**config.mk**
```make
export PLATFORM = sky130hd
export DESIGN_NAME = mux_arbiter_4x1
export DESIGN_NICKNAME = d
export VERILOG_FILES = /design/src/rtl/mux_arb_pkg.sv /design/src/rtl/rr_pick_4.sv /design/src/rtl/mux_arbiter_4x1.sv
export SDC_FILE = /design/constraint.sdc
export NUM_CORES = 1
export LEC_CHECK = 0
export BUFFER_PORTS_ARGS = -buffer_cell sky130_fd_sc_hd__buf_2
export CELL_PAD_IN_SITES_DETAIL_PLACEMENT = 0
export CELL_PAD_IN_SITES_GLOBAL_PLACEMENT = 1
export CORE_ASPECT_RATIO = 0.7
export CORE_MARGIN = 2
export CORE_UTILIZATION = 38
export CTS_CLUSTER_DIAMETER = 120
export CTS_CLUSTER_SIZE = 16
export DETAILED_ROUTE_END_ITERATION = 8
export PLACE_DENSITY = 0.84
export SLEW_MARGIN = 20
export SYNTH_ARGS = -nofsm -noshare
export SYNTH_HDL_FRONTEND = slang
export SYNTH_HIERARCHICAL = 1
export SYNTH_SLANG_ARGS = --single-unit
```
**constraint.sdc**
```tcl
create_clock -name clk -period 4.7 [get_ports clk]
set_input_delay 0.235 -clock clk [delete_from_list [all_inputs] [get_ports clk]]
set_output_delay 0.235 -clock clk [all_outputs]
set_load 0.005 [all_outputs]
```
**src/rtl/mux_arb_pkg.sv**
```systemverilog
// rtl/mux_arb_pkg.sv - shared sizes and rotated priority pick for the 4:1 arbiter
// Contents:
//   N_SRC      number of requesters
//   SEL_W      width of a requester index
//   rr_onehot  one-hot winner: first set req bit searched from ptr+1 up to ptr (mod N_SRC)
package mux_arb_pkg;

    localparam int N_SRC = 4;
    localparam int SEL_W = 2;

    function automatic logic [N_SRC-1:0] rr_onehot(
        input logic [N_SRC-1:0] req,
        input logic [SEL_W-1:0] ptr
    );
        logic [N_SRC-1:0] pick;
        logic [SEL_W-1:0] idx;
        pick = '0;
        // k = N_SRC wraps back to ptr itself, so the last winner is searched last
        for (int k = 1; k <= N_SRC; k++) begin
            idx = ptr + SEL_W'(k);
            if (req[idx] && (pick == '0)) begin
                pick[idx] = 1'b1;
            end
        end
        return pick;
    endfunction

endpackage

```
**src/rtl/rr_pick_4.sv**
```systemverilog
// rtl/rr_pick_4.sv - combinational round-robin pick over four requesters
// Ports:
//   req     in   [3:0]  pending requests
//   ptr     in   [1:0]  last winner; search starts at ptr+1
//   any     out         at least one request pending
//   w       out  [1:0]  index of the winner (0 when none)
//   onehot  out  [3:0]  one-hot winner (0 when none)
module rr_pick_4
    import mux_arb_pkg::*;
(
    input  logic [N_SRC-1:0] req,
    input  logic [SEL_W-1:0] ptr,
    output logic             any,
    output logic [SEL_W-1:0] w,
    output logic [N_SRC-1:0] onehot
);

    always_comb begin
        onehot = rr_onehot(req, ptr);
        any    = |req;
        w      = '0;
        for (int i = 0; i < N_SRC; i++) begin
            if (onehot[i]) begin
                w = SEL_W'(i);
            end
        end
    end

endmodule

```
**src/rtl/mux_arbiter_4x1.sv**
```systemverilog
// rtl/mux_arbiter_4x1.sv - round-robin 4:1 arbiter with registered valid/ready output
// Optional feature macro: ARB_BURST_EN (owner may keep priority for up to BURST_LEN beats)
// Ports:
//   clk         in                rising-edge clock
//   rst_n       in                asynchronous active-low reset
//   req         in   [3:0]        req[i]=1: data_in_i holds a valid beat
//   data_in_0..3 in  [DATA_W-1:0] requester data
//   ack         out  [3:0]        one-hot or zero; data_in_i captured at this edge
//   out_data    out  [DATA_W-1:0] registered selected data
//   out_sel     out  [1:0]        registered source index of out_data
//   out_valid   out               out_data/out_sel valid
//   out_ready   in                downstream accepts when out_valid && out_ready
module mux_arbiter_4x1
    import mux_arb_pkg::*;
#(
    parameter int DATA_W    = 4,
    parameter int BURST_LEN = 4
) (
    input  logic              clk,
    input  logic              rst_n,
    input  logic [N_SRC-1:0]  req,
    input  logic [DATA_W-1:0] data_in_0,
    input  logic [DATA_W-1:0] data_in_1,
    input  logic [DATA_W-1:0] data_in_2,
    input  logic [DATA_W-1:0] data_in_3,
    output logic [N_SRC-1:0]  ack,
    output logic [DATA_W-1:0] out_data,
    output logic [SEL_W-1:0]  out_sel,
    output logic              out_valid,
    input  logic              out_ready
);

    logic [SEL_W-1:0]  ptr;
    logic [SEL_W-1:0]  pick_w;
    logic [SEL_W-1:0]  w;
    logic [N_SRC-1:0]  pick_oh;
    logic [N_SRC-1:0]  win_oh;
    logic              any;
    logic              load_en;
    logic              capture;
    logic [DATA_W-1:0] sel_data;

    rr_pick_4 u_pick (
        .req    (req),
        .ptr    (ptr),
        .any    (any),
        .w      (pick_w),
        .onehot (pick_oh)
    );

`ifdef ARB_BURST_EN
    localparam logic [3:0] BURST_MAX = 4'(BURST_LEN - 1);

    logic [3:0] cnt;
    logic       hold;

    // The current owner keeps the grant while it still requests and has burst budget left
    always_comb begin
        hold   = req[ptr] && (cnt < BURST_MAX);
        w      = hold ? ptr : pick_w;
        win_oh = hold ? (N_SRC'(1) << ptr) : pick_oh;
    end

    always_ff @(posedge clk or negedge rst_n) begin
        if (!rst_n) begin
            cnt <= '0;
        end else if (capture) begin
            cnt <= hold ? cnt + 4'd1 : 4'd0;
        end
    end
`else
    localparam int unused_burst_len = BURST_LEN;

    always_comb begin
        w      = pick_w;
        win_oh = pick_oh;
    end
`endif

    assign load_en = !out_valid || out_ready;
    // rst_n gates the grant so no requester sees an ack that the held-in-reset register drops
    assign capture = rst_n && load_en && any;
    assign ack     = capture ? win_oh : '0;

    always_comb begin
        sel_data = data_in_0;
        case (w)
            2'd0: sel_data = data_in_0;
            2'd1: sel_data = data_in_1;
            2'd2: sel_data = data_in_2;
            2'd3: sel_data = data_in_3;
            default: sel_data = data_in_0;
        endcase
    end

    always_ff @(posedge clk or negedge rst_n) begin
        if (!rst_n) begin
            out_data  <= '0;
            out_sel   <= '0;
            out_valid <= 1'b0;
            ptr       <= 2'd3;
        end else if (load_en) begin
            if (any) begin
                out_data  <= sel_data;
                out_sel   <= w;
                out_valid <= 1'b1;
                ptr       <= w;
            end else begin
                out_valid <= 1'b0;
            end
        end
    end

endmodule

```
==> run_summary.xml, run 1 <==
<?xml version="1.0" encoding="UTF-8"?>
<metrics>
  <group name="status">
    <metric name="status" unit="">finished clean</metric>
  </group>
  <group name="grt">
    <metric name="largest_net_degree_at_the_start_of_global_routing" unit="">14</metric>
    <metric name="grt-ovfl-total" unit="">0</metric>
    <metric name="number_of_global_route_vias_before_repair" unit="">830</metric>
    <metric name="grt_pass1_wl" unit="um">3590</metric>
    <metric name="grt_usage" unit="%">15.7</metric>
    <metric name="number_of_antenna_violations_at_the_first_check_in_global_routing" unit="">0</metric>
  </group>
  <group name="timing">
    <metric name="rsz0062_at_grt" unit="">false</metric>
    <metric name="worst_margin_pin_slew" unit="ps">642</metric>
    <metric name="worst_clock_skew" unit="ps">0.653</metric>
    <metric name="slew_headroom" unit="%">57.1</metric>
    <metric name="worst_hold_check_slack" unit="ps">305</metric>
    <metric name="max_freq" unit="GHz">0.244</metric>
    <metric name="setup-tns-final" unit="ps">0</metric>
    <metric name="setup_violations" unit="">0</metric>
    <metric name="min_period" unit="ps">4100</metric>
    <metric name="setup_slack" unit="ps">605</metric>
    <metric name="final_min_period_over_clock_period" unit="%">87.1</metric>
    <metric name="report.final.slew_viol_count" unit="">0</metric>
    <metric name="timing.final.hold_violations" unit="">0</metric>
  </group>
  <group name="place">
    <metric name="placement.cell_area" unit="um2">1190</metric>
    <metric name="place_congestion" unit="">0.777</metric>
    <metric name="preCtsSetupSlack" unit="ps">585</metric>
    <metric name="place_hpwl" unit="um">1870</metric>
    <metric name="placement.io_buffers" unit="">33</metric>
    <metric name="post-place-cells" unit="">153</metric>
  </group>
  <group name="critical_path">
    <metric name="critical_path_arrival" unit="ps">4210</metric>
    <metric name="kind_of_start_point_of_the_critical_path" unit="">register</metric>
    <metric name="path_class" unit="">register to register</metric>
    <metric name="critical_path.reg2reg.startpoint" unit="">ptr[0]</metric>
    <metric name="required" unit="ps">4820</metric>
    <metric name="cp-end-kind" unit="">register</metric>
    <metric name="cp_max_fo" unit="">10</metric>
    <metric name="timing.critical_path.from" unit="">ptr[0]</metric>
  </group>
  <group name="clock_tree">
    <metric name="cts_root_buf" unit="">clkbuf_8</metric>
    <metric name="numClockSinks" unit="">9</metric>
    <metric name="ctsLongestPathBuffers" unit="">2</metric>
    <metric name="clock_tree.htree_level_count" unit="">1</metric>
    <metric name="cts_tree" unit="">built</metric>
    <metric name="clkSlewWorstSetupHoldPaths" unit="ps">50</metric>
    <metric name="post-cts-setup-buffer-count" unit="">0</metric>
    <metric name="worst_skew_pair.late_latency" unit="ps">230</metric>
    <metric name="cts-buffers-inserted" unit="">3</metric>
  </group>
  <group name="flow_run">
    <metric name="max_cap_viol_count" unit="">0</metric>
  </group>
  <group name="hold_path">
    <metric name="hold_path_startpoint" unit="">out_ready</metric>
    <metric name="worst_hold_path_type" unit="">input pin to register</metric>
  </group>
  <group name="route">
    <metric name="routed_wirelength" unit="um">2280</metric>
    <metric name="num_vias" unit="">881</metric>
    <metric name="routed_wire_length_per_instance" unit="um">14.4</metric>
    <metric name="dr.pass1.iters" unit="">4</metric>
    <metric name="drcViolationCount" unit="">0</metric>
    <metric name="ant_nets" unit="">0</metric>
    <metric name="drtIter0Drc" unit="">37</metric>
    <metric name="routed_via_density" unit="">5.58</metric>
  </group>
  <group name="yosys">
    <metric name="synth_adder_area_share" unit="%">9.86</metric>
    <metric name="post_synth_xor_area_fraction" unit="%">0</metric>
    <metric name="synth_top_family_by_area" unit="">multiplexers</metric>
    <metric name="synth_top_flop_cell" unit="">dfrtp_1</metric>
    <metric name="post_synth_and_or_nand_nor_area_fraction" unit="%">16.6</metric>
    <metric name="yosysTopAreaCellShare" unit="%">17.3</metric>
    <metric name="async_reset_ff_share" unit="%">100</metric>
    <metric name="yosys_register_bits" unit="">9</metric>
    <metric name="synth-compound-area-share" unit="%">17.3</metric>
    <metric name="synth.area.top_cells" unit="">dfrtp_1 17%, mux4_2 11%, ha_1 9.9%</metric>
    <metric name="synth.cell_area" unit="um2">1010</metric>
    <metric name="library_cells_used_by_synthesis" unit="">42</metric>
    <metric name="warnings_from_yosys" unit="">6</metric>
    <metric name="synth_enable_flop_cells" unit="">0</metric>
    <metric name="synthesis.nets" unit="">120</metric>
    <metric name="syn_area_per_cell" unit="um2">11.4</metric>
    <metric name="yosysTopAreaCell" unit="">dfrtp_1</metric>
    <metric name="synth_sequential_area_ratio" unit="%">22.4</metric>
    <metric name="mux_cell_area_share_after_synthesis" unit="%">29.2</metric>
    <metric name="synthCells" unit="">89</metric>
  </group>
  <group name="finish">
    <metric name="post_route_cells_drive_above_1_share" unit="%">50.8</metric>
    <metric name="final_common_cell" unit="">buf_2</metric>
    <metric name="finalNetCount" unit="">156</metric>
    <metric name="final_cells" unit="">158</metric>
    <metric name="antenna_cells" unit="">0</metric>
    <metric name="final_cell_mix" unit="">33 x buf_2, 8 x nand2_1, 8 x ha_1, 7 x dfrtp_1</metric>
    <metric name="finish.instance_area" unit="um2">1250</metric>
    <metric name="area_added_between_synthesis_and_finish" unit="%">23.3</metric>
  </group>
  <group name="die">
    <metric name="initial_core_util" unit="%">40.7</metric>
    <metric name="die_height" unit="um">47.2</metric>
    <metric name="core_region_area" unit="um2">2500</metric>
    <metric name="die_width" unit="um">65.8</metric>
    <metric name="io_pins" unit="">34</metric>
    <metric name="row_count" unit="">15</metric>
    <metric name="design.die.area" unit="um2">3110</metric>
  </group>
  <group name="power_and_ir_drop">
    <metric name="power_leakage" unit="nW">0.584</metric>
    <metric name="power.density" unit="nW/um2">865</metric>
    <metric name="peakVddDrop" unit="mV">0.438</metric>
  </group>
</metrics>
repair_timing:
item | CTS | global route
resized for setup | 0 | 0
hold endpoints to repair | 7 | 0
hold buffers | 1 | 0
setup endpoints to repair | 0 | 0
report_power, final:
group	leakage (nW)	switching (mW)	internal, mW	total, mW
Combinational	0.458	0.398	0.429	0.826
Clock	0.0255	0.0326	0.0580	0.0906
Sequential	0.100	0.0397	0.126	0.166
final timing paths:
path,to,depth (start not counted),slack [ps]
max,out_data[3],10,600
min,out_valid,3,300
max reg2reg,out_data[3],10,600
min reg2reg,out_sel[1],1,500
max in group asynchronous,ptr[0],2,4000
min in group asynchronous,out_sel[0],2,430
metrics by stage:
step                utilization (%)  power, mW
finish                         50.1       1.08
CTS                            50.1       1.09
global placement               47.9      0.970
detailed placement             47.9      0.988
floorplan                         -      0.863
global route                   50.1       1.16
area by class of cell:
class / count / area [um2]
fillers: 218 / 1240
multi-input cells: 72 / 741
flip-flops and latches: 9 / 228
repair buffers: 34 / 175
well taps: 34 / 42.5
clock buffers: 3 / 41.3
inverters: 5 / 18.8
clock inverters: 1 / 5.00
cell usage after synthesis, types with 2 or more instances:
cell      n
mux4_2    5
mux2_4    4
dfstp_2   2
and3_1    4
or4_1     2
ha_1      8
a21oi_1   2
o21ai_0   2
mux2_2    4
nor3_1    2
inv_1     5
buf_6     2
nand2b_1  3
nand2_1   8
dfrtp_1   7
mux4_1    3
logic make-up (layout without fill, tap and decap cells):
| family | Yosys count | in the layout |
|---|---|---|
| AOI/OAI and AO/OA | 19 | 19 |
| adders and majority gates | 8 | 8 |
| buffers and inverters | 8 | 43 |
| DFF | 9 | 9 |
| muxes | 16 | 16 |
| and+or+nand+nor | 29 | 29 |
state kept, by name, summed over array words and instances, names as in the netlist:
signal and flops:
ptr 2, out_sel 2, out_valid 1, out_data 4
metal layers:
metal	track usage, %	vias to the layer above	routed length (um)
li1	-	418	-
met1	19.7	437	1060
met2	27.1	24	1120
met3	4.32	2	83
met4	4.58	0	17
met5	0	-	0
critical path, cell delays in order (launching register included):
cell and delay, ps:
dfstp_2 640, inv_1 130, ha_1 340, mux4_2 340
o21ai_0 140, a32o_2 340, nor4_2 470, a31oi_1 160
o311ai_2 570, mux4_2 590, mux2_4 270
No activity file was read; power rests on OpenSTA's default activity.
==> inputs of run 2 (changes only) <==
Settings changed: CORE_ASPECT_RATIO 0.7 to not set, GPL_TIMING_DRIVEN set to 0, HOLD_SLACK_MARGIN set to 0.1.
==> run 2 against run 1 <==
Maximum frequency up 4.0%. Critical endpoint is now out_data[0]. First-iteration DRC count down 78%. Sequential share of layout area down 0.054 points. Register-to-register slack better by 160 ps. Final area up 0.30%. Routed wire length up 1.3%. Global-route usage up 0.20 points. Sequential power down 4%.
==> run_summary.xml, run 2 (same netlist as run 1, synthesis figures left out) <==
<?xml version="1.0" encoding="UTF-8"?>
<metrics>
  <group name="timing">
    <metric name="final_min_period_over_clock_period" unit="%">83.8</metric>
    <metric name="worst_margin_pin_slew" unit="ps">617</metric>
    <metric name="setup_slack" unit="ps">762</metric>
    <metric name="worst_clock_skew" unit="ps">4.38</metric>
    <metric name="slew_headroom" unit="%">58.7</metric>
    <metric name="rsz0062_at_grt" unit="">false</metric>
    <metric name="setup-tns-final" unit="ps">0</metric>
    <metric name="timing.final.hold_violations" unit="">0</metric>
    <metric name="setup_violations" unit="">0</metric>
    <metric name="min_period" unit="ps">3940</metric>
    <metric name="report.final.slew_viol_count" unit="">0</metric>
    <metric name="max_freq" unit="GHz">0.254</metric>
  </group>
  <group name="route">
    <metric name="routed_wirelength" unit="um">2300</metric>
    <metric name="dr.pass1.iters" unit="">4</metric>
    <metric name="routed_wire_length_per_instance" unit="um">14.7</metric>
    <metric name="num_vias" unit="">872</metric>
    <metric name="drcViolationCount" unit="">0</metric>
    <metric name="drtIter0Drc" unit="">8</metric>
    <metric name="routed_via_density" unit="">5.55</metric>
    <metric name="ant_nets" unit="">0</metric>
  </group>
  <group name="clock_tree">
    <metric name="post-cts-setup-buffer-count" unit="">0</metric>
    <metric name="clkSlewWorstSetupHoldPaths" unit="ps">70</metric>
    <metric name="ctsLongestPathBuffers" unit="">2</metric>
    <metric name="clock_tree.htree_level_count" unit="">1</metric>
    <metric name="numClockSinks" unit="">9</metric>
    <metric name="worst_skew_pair.late_latency" unit="ps">270</metric>
    <metric name="cts_tree" unit="">built</metric>
    <metric name="cts-buffers-inserted" unit="">3</metric>
    <metric name="cts_root_buf" unit="">clkbuf_4</metric>
  </group>
  <group name="die">
    <metric name="design.die.area" unit="um2">3100</metric>
    <metric name="io_pins" unit="">34</metric>
    <metric name="row_count" unit="">18</metric>
    <metric name="core_region_area" unit="um2">2500</metric>
    <metric name="die_height" unit="um">55.7</metric>
    <metric name="die_width" unit="um">55.7</metric>
    <metric name="initial_core_util" unit="%">40.6</metric>
  </group>
  <group name="critical_path">
    <metric name="path_class" unit="">register to register</metric>
    <metric name="required" unit="ps">4860</metric>
    <metric name="critical_path.reg2reg.startpoint" unit="">ptr[0]</metric>
    <metric name="critPathBufInv" unit="">3</metric>
    <metric name="timing.critical_path.from" unit="">ptr[0]</metric>
    <metric name="cp_max_fo" unit="">9</metric>
    <metric name="worst_path_max_delay_cell" unit="">dfstp_2</metric>
    <metric name="cp-end-kind" unit="">register</metric>
    <metric name="kind_of_start_point_of_the_critical_path" unit="">register</metric>
    <metric name="cpLargestDelayFamily" unit="">multiplexers</metric>
    <metric name="worst_path_largest_cell_delay" unit="ps">600</metric>
    <metric name="critical_path_arrival" unit="ps">4100</metric>
    <metric name="timing.critical_path.cells" unit="">buf_6 &gt; inv_1 &gt; ha_1 &gt; mux4_2 &gt; o21ai_0 &gt; a32o_2 &gt; nor4_2 &gt; a31oi_1 &gt; o311ai_2 &gt; buf_6 &gt; mux4_2 &gt; mux2_4</metric>
  </group>
  <group name="finish">
    <metric name="fill_cells" unit="">222</metric>
    <metric name="final_cell_mix" unit="">34 x buf_2, 8 x nand2_1, 8 x ha_1, 7 x dfrtp_1</metric>
    <metric name="reg.largest.list" unit="">out_data: 4 flops, out_sel: 2 flops, ptr: 2 flops</metric>
    <metric name="final_common_cell" unit="">buf_2</metric>
    <metric name="post_route_cells_drive_above_1_share" unit="%">52.0</metric>
    <metric name="register_with_the_most_flip_flops" unit="">out_data</metric>
    <metric name="largest_register_ffs" unit="">4</metric>
    <metric name="finalNetCount" unit="">159</metric>
    <metric name="area_added_between_synthesis_and_finish" unit="%">23.7</metric>
    <metric name="antenna_cells" unit="">0</metric>
  </group>
  <group name="flow_run">
    <metric name="max_cap_viol_count" unit="">0</metric>
  </group>
  <group name="grt">
    <metric name="number_of_antenna_violations_at_the_first_check_in_global_routing" unit="">0</metric>
    <metric name="grt_pass1_wl" unit="um">3940</metric>
    <metric name="grt-ovfl-total" unit="">0</metric>
    <metric name="largest_net_degree_at_the_start_of_global_routing" unit="">14</metric>
    <metric name="number_of_global_route_vias_before_repair" unit="">907</metric>
    <metric name="grt_usage" unit="%">15.9</metric>
  </group>
  <group name="place">
    <metric name="placement.io_buffers" unit="">33</metric>
    <metric name="place_congestion" unit="">0.825</metric>
    <metric name="preCtsSetupSlack" unit="ps">791</metric>
    <metric name="place_hpwl" unit="um">1840</metric>
  </group>
  <group name="power_and_ir_drop">
    <metric name="power.density" unit="nW/um2">876</metric>
    <metric name="peakVddDrop" unit="mV">0.520</metric>
    <metric name="power_leakage" unit="nW">0.593</metric>
  </group>
  <group name="status">
    <metric name="status" unit="">finished clean</metric>
  </group>
  <group name="hold_path">
    <metric name="worst_hold_path_type" unit="">input pin to register</metric>
    <metric name="hold_path_startpoint" unit="">out_ready</metric>
  </group>
</metrics>
## run 2: per-layer routing
metal	global-route usage [%]	wire, um	vias up
met5	0	0	-
met4	6.62	39	0
met3	3.72	55	6
met2	29.9	1290	13
met1	16.6	920	430
li1	-	-	423
## run 2: repair_timing
item / in CTS / in global routing
hold buffers: 1 / 0
setup endpoints to repair: 0 / 0
hold endpoints to repair: 9 / 0
gates resized for setup: 0 / 0
## run 2: per-stage QoR
step | util [%] | std cells | power, mW | cell area (um2) | hold slack [ps]
3_3_place_gp | 48.7 | 152 | 1.01 | 1220 | 117
4_1_cts | 50.2 | 157 | 1.10 | 1250 | 250
3_5_place_dp | 48.7 | 152 | 1.04 | 1220 | 117
5_1_grt | 50.2 | 157 | 1.19 | 1250 | 282
6_report | 50.2 | 157 | 1.10 | 1250 | 256
2_1_floorplan | - | 89 | 0.863 | 1010 | -60.6
## run 2: tightest hold or removal path, stage by stage
cell,delay [ps]
buf_2,70
nand2b_1,120
nand2b_1,60
## run 2: path summary, 6_finish.rpt
kind | end | slack, ps | cells after the start
worst max-delay path | out_data[0] | 760 | 12
worst min-delay path | out_valid | 260 | 3
worst min register to register | out_sel[1] | 510 | 1
min in group asynchronous | out_data[2] | 370 | 2
max in group asynchronous | ptr[1] | 4060 | 2
worst max register to register | out_data[0] | 760 | 12
## run 2: power breakdown
| part | internal, mW | switching (mW) | total (mW) |
|---|---|---|---|
| Sequential | 0.126 | 0.0331 | 0.159 |
| Clock | 0.0315 | 0.0306 | 0.0621 |
| Combinational | 0.466 | 0.412 | 0.879 |
## run 2: layout make-up
cell class | count | area, um2 | area share, %
inverters | 5 | 18.8 | 1.50
plain buffers | 3 | 27.5 | 2.19
well taps | 30 | 37.5 | 2.99
multi-input cells | 72 | 741 | 59.0
flip-flops and latches | 9 | 228 | 18.1
clock inverters | 1 | 5.00 | 0.399
repair buffers | 34 | 175 | 14.0
clock buffers | 3 | 22.5 | 1.79
==> inputs of run 3 (changes only) <==
Settings changed: ABC_AREA set to 1, CORE_UTILIZATION 38 to 31, PLACE_DENSITY 0.84 to 0.79.
Clock period 4.7 ns to 3.4 ns, I/O delays scaled along.
==> run 3 against run 2 <==
First-iteration DRC count rose to 3.4 times the previous value. Routed wire length rose by 0.22%. Synthesized cell count up 84%. Highest routed layer unchanged. Critical endpoint is now out_data[2]. Hold slack got worse by 69 ps. Critical path type unchanged. Cell count increased by 58%. Largest cell class unchanged.
==> run_summary.xml, run 3 <==
<?xml version="1.0" encoding="UTF-8"?>
<metrics>
  <group name="route">
    <metric name="num_vias" unit="">1044</metric>
    <metric name="dr.pass1.iters" unit="">5</metric>
    <metric name="ant_nets" unit="">0</metric>
    <metric name="drtIter0Drc" unit="">27</metric>
    <metric name="routed_wire_length_per_instance" unit="um">9.31</metric>
    <metric name="routed_via_density" unit="">4.21</metric>
    <metric name="routed_wirelength" unit="um">2310</metric>
    <metric name="drcViolationCount" unit="">0</metric>
  </group>
  <group name="grt">
    <metric name="number_of_global_route_vias_before_repair" unit="">950</metric>
    <metric name="number_of_antenna_violations_at_the_first_check_in_global_routing" unit="">0</metric>
    <metric name="grt-ovfl-total" unit="">0</metric>
    <metric name="grt_pass1_wl" unit="um">4000</metric>
    <metric name="grt_usage" unit="%">12.1</metric>
    <metric name="largest_net_degree_at_the_start_of_global_routing" unit="">11</metric>
  </group>
  <group name="yosys">
    <metric name="library_cells_used_by_synthesis" unit="">22</metric>
    <metric name="synth.cell_area" unit="um2">1100</metric>
    <metric name="yosysTopAreaCell" unit="">nand2_1</metric>
    <metric name="synth_sequential_area_ratio" unit="%">20.8</metric>
    <metric name="warnings_from_yosys" unit="">6</metric>
    <metric name="syn_area_per_cell" unit="um2">6.68</metric>
    <metric name="yosys_register_bits" unit="">9</metric>
    <metric name="synth_enable_flop_cells" unit="">0</metric>
    <metric name="synth.area.top_cells" unit="">nand2_1 16%, dfrtp_1 16%, nand3_1 11%</metric>
    <metric name="post-synth-top-count-cell" unit="">nand2_1</metric>
    <metric name="synth_top_flop_cell" unit="">dfrtp_1</metric>
    <metric name="synthCells" unit="">164</metric>
    <metric name="netlist_top_cells_count" unit="">48 x nand2_1, 25 x nand3_1, 17 x inv_1, 14 x nor2_1, 10 x nand2_2</metric>
    <metric name="async_reset_ff_share" unit="%">100</metric>
    <metric name="synthesis.nets" unit="">195</metric>
    <metric name="yosysTopAreaCellShare" unit="%">16.4</metric>
  </group>
  <group name="clock_tree">
    <metric name="clkSlewWorstSetupHoldPaths" unit="ps">60</metric>
    <metric name="worst_skew_pair.late_latency" unit="ps">260</metric>
    <metric name="ctsLongestPathBuffers" unit="">2</metric>
    <metric name="total_of_cells_resized_after_clock_tree_synthesis" unit="">0</metric>
    <metric name="numClockSinks" unit="">9</metric>
    <metric name="post-cts-setup-buffer-count" unit="">0</metric>
    <metric name="cts_root_buf" unit="">clkbuf_4</metric>
    <metric name="clock_tree.htree_level_count" unit="">1</metric>
    <metric name="cts_tree" unit="">built</metric>
    <metric name="cts-buffers-inserted" unit="">3</metric>
  </group>
  <group name="finish">
    <metric name="finalNetCount" unit="">234</metric>
    <metric name="area_added_between_synthesis_and_finish" unit="%">23.6</metric>
    <metric name="largest_register_ffs" unit="">4</metric>
    <metric name="final_cell_mix" unit="">48 x nand2_1, 33 x buf_2, 25 x nand3_1, 17 x inv_1, 14 x nor2_1</metric>
    <metric name="final_common_cell" unit="">nand2_1</metric>
    <metric name="antenna_cells" unit="">0</metric>
    <metric name="post_route_cells_drive_above_1_share" unit="%">37.6</metric>
    <metric name="reg.largest.list" unit="">out_data: 4 flops, out_sel: 2 flops, ptr: 2 flops</metric>
    <metric name="finish.instance_area" unit="um2">1360</metric>
    <metric name="register_with_the_most_flip_flops" unit="">out_data</metric>
  </group>
  <group name="die">
    <metric name="core_region_area" unit="um2">3360</metric>
    <metric name="design.die.area" unit="um2">4030</metric>
    <metric name="initial_core_util" unit="%">32.6</metric>
    <metric name="die_height" unit="um">63.5</metric>
    <metric name="row_count" unit="">21</metric>
    <metric name="io_pins" unit="">34</metric>
    <metric name="die_width" unit="um">63.5</metric>
  </group>
  <group name="timing">
    <metric name="setup_violations" unit="">0</metric>
    <metric name="rsz0062_at_grt" unit="">false</metric>
    <metric name="report.final.slew_viol_count" unit="">0</metric>
    <metric name="worst_margin_pin_slew" unit="ps">263</metric>
    <metric name="min_period" unit="ps">3030</metric>
    <metric name="final_min_period_over_clock_period" unit="%">89.2</metric>
    <metric name="slew_headroom" unit="%">82.5</metric>
    <metric name="setup-tns-final" unit="ps">0</metric>
    <metric name="max_freq" unit="GHz">0.330</metric>
    <metric name="worst_clock_skew" unit="ps">1.32</metric>
    <metric name="timing.final.hold_violations" unit="">0</metric>
  </group>
  <group name="flow_run">
    <metric name="max_cap_viol_count" unit="">0</metric>
  </group>
  <group name="critical_path">
    <metric name="cp-end-kind" unit="">register</metric>
    <metric name="required" unit="ps">3550</metric>
    <metric name="kind_of_start_point_of_the_critical_path" unit="">register</metric>
    <metric name="path_class" unit="">register to register</metric>
    <metric name="cp_max_fo" unit="">10</metric>
    <metric name="critical_path_arrival" unit="ps">3180</metric>
  </group>
  <group name="place">
    <metric name="placement.cell_area" unit="um2">1320</metric>
    <metric name="place_congestion" unit="">0.757</metric>
    <metric name="place_hpwl" unit="um">1920</metric>
    <metric name="placement.io_buffers" unit="">33</metric>
  </group>
  <group name="hold_path">
    <metric name="worst_hold_path_type" unit="">input pin to register</metric>
  </group>
  <group name="status">
    <metric name="status" unit="">finished clean</metric>
  </group>
</metrics>
[run 3: changes by cell type in the layout (fill, tap and decap cells not counted), moves of 6 or more]
| cell | before | now |
|---|---|---|
| nand3_2 | 0 | 6 |
| nand2_1 | 8 | 48 |
| nor2_1 | 1 | 14 |
| inv_2 | 0 | 6 |
| nand3_1 | 0 | 25 |
| nand2_2 | 0 | 10 |
| inv_1 | 5 | 17 |
[run 3: worst max-delay path, stage by stage (launching register included)]
cell	delay (ps)
dfstp_2	650
inv_2	130
ha_1	350
inv_1	120
nand2_1	80
nand3_2	70
nand2_1	60
inv_2	80
nand3_2	70
nand3_1	120
inv_1	60
nand3_2	70
nand3_1	110
nor2_4	140
nand3_2	80
nand2_2	70
inv_2	40
nand2_1	40
nand2_1	50
buf_6	140
inv_8	70
nand2_4	50
nor2_1	110
nor2_2	40
nand2_1	60
nand2_1	50
[run 3: per-layer routing]
layer	GRT usage (%)	share of wire, %
met5	0	0
met4	4.08	0.30
met3	1.07	2.1
met2	17.9	45
met1	18.4	53
[run 3: what timing repair did]
action                     CTS  global route
hold endpoints to repair     9             0
hold buffers                 1             0
setup endpoints to repair    0             0
[run 3: metrics by stage]
step / util (%) / hold WS (ps) / worst slack, ps / cells
6_report: 40.3 / 187 / 368 / 248
5_1_grt: 40.3 / 189 / 41.7 / 248
4_1_cts: 40.3 / 181 / 317 / 248
3_5_place_dp: 39.2 / 31.8 / 340 / 243
3_3_place_gp: 39.2 / 33.4 / 325 / 243
2_1_floorplan: - / -126 / 641 / 164
[run 3: path summary, 6_finish.rpt]
path,startpoint,to,slack [ps],depth (start not counted)
worst min-delay path,out_ready,out_valid,190,4
worst max register to register,ptr[0],out_data[2],370,25
max in group asynchronous,rst_n,ptr[1],2860,2
worst min register to register,out_data[0],out_data[0],480,2
min in group asynchronous,rst_n,out_data[2],290,2
worst max-delay path,ptr[0],out_data[2],370,25
[run 3: cell families after synthesis]
family	after synthesis	share of synthesized area (%)
flip-flops	9	20.8
buffers and inverters	28	12.3
AND/OR/NAND/NOR	111	50.2
adder cells (fa/ha/maj)	8	9.13
AO/OA/AOI/OAI	8	7.53
[run 3: area by class of cell]
class,count,area [um2]
Fill cell,408,2010
Multi-Input combinational cell,127,733
Sequential cell,9,228
Timing Repair Buffer,34,175
Inverter,25,101
Tap cell,46,57.6
Buffer,3,33.8
Clock buffer,4,26.3
Power of run 3 is not shown: default switching activity piles up to over one toggle a cycle in this logic, so the estimate is an artifact.
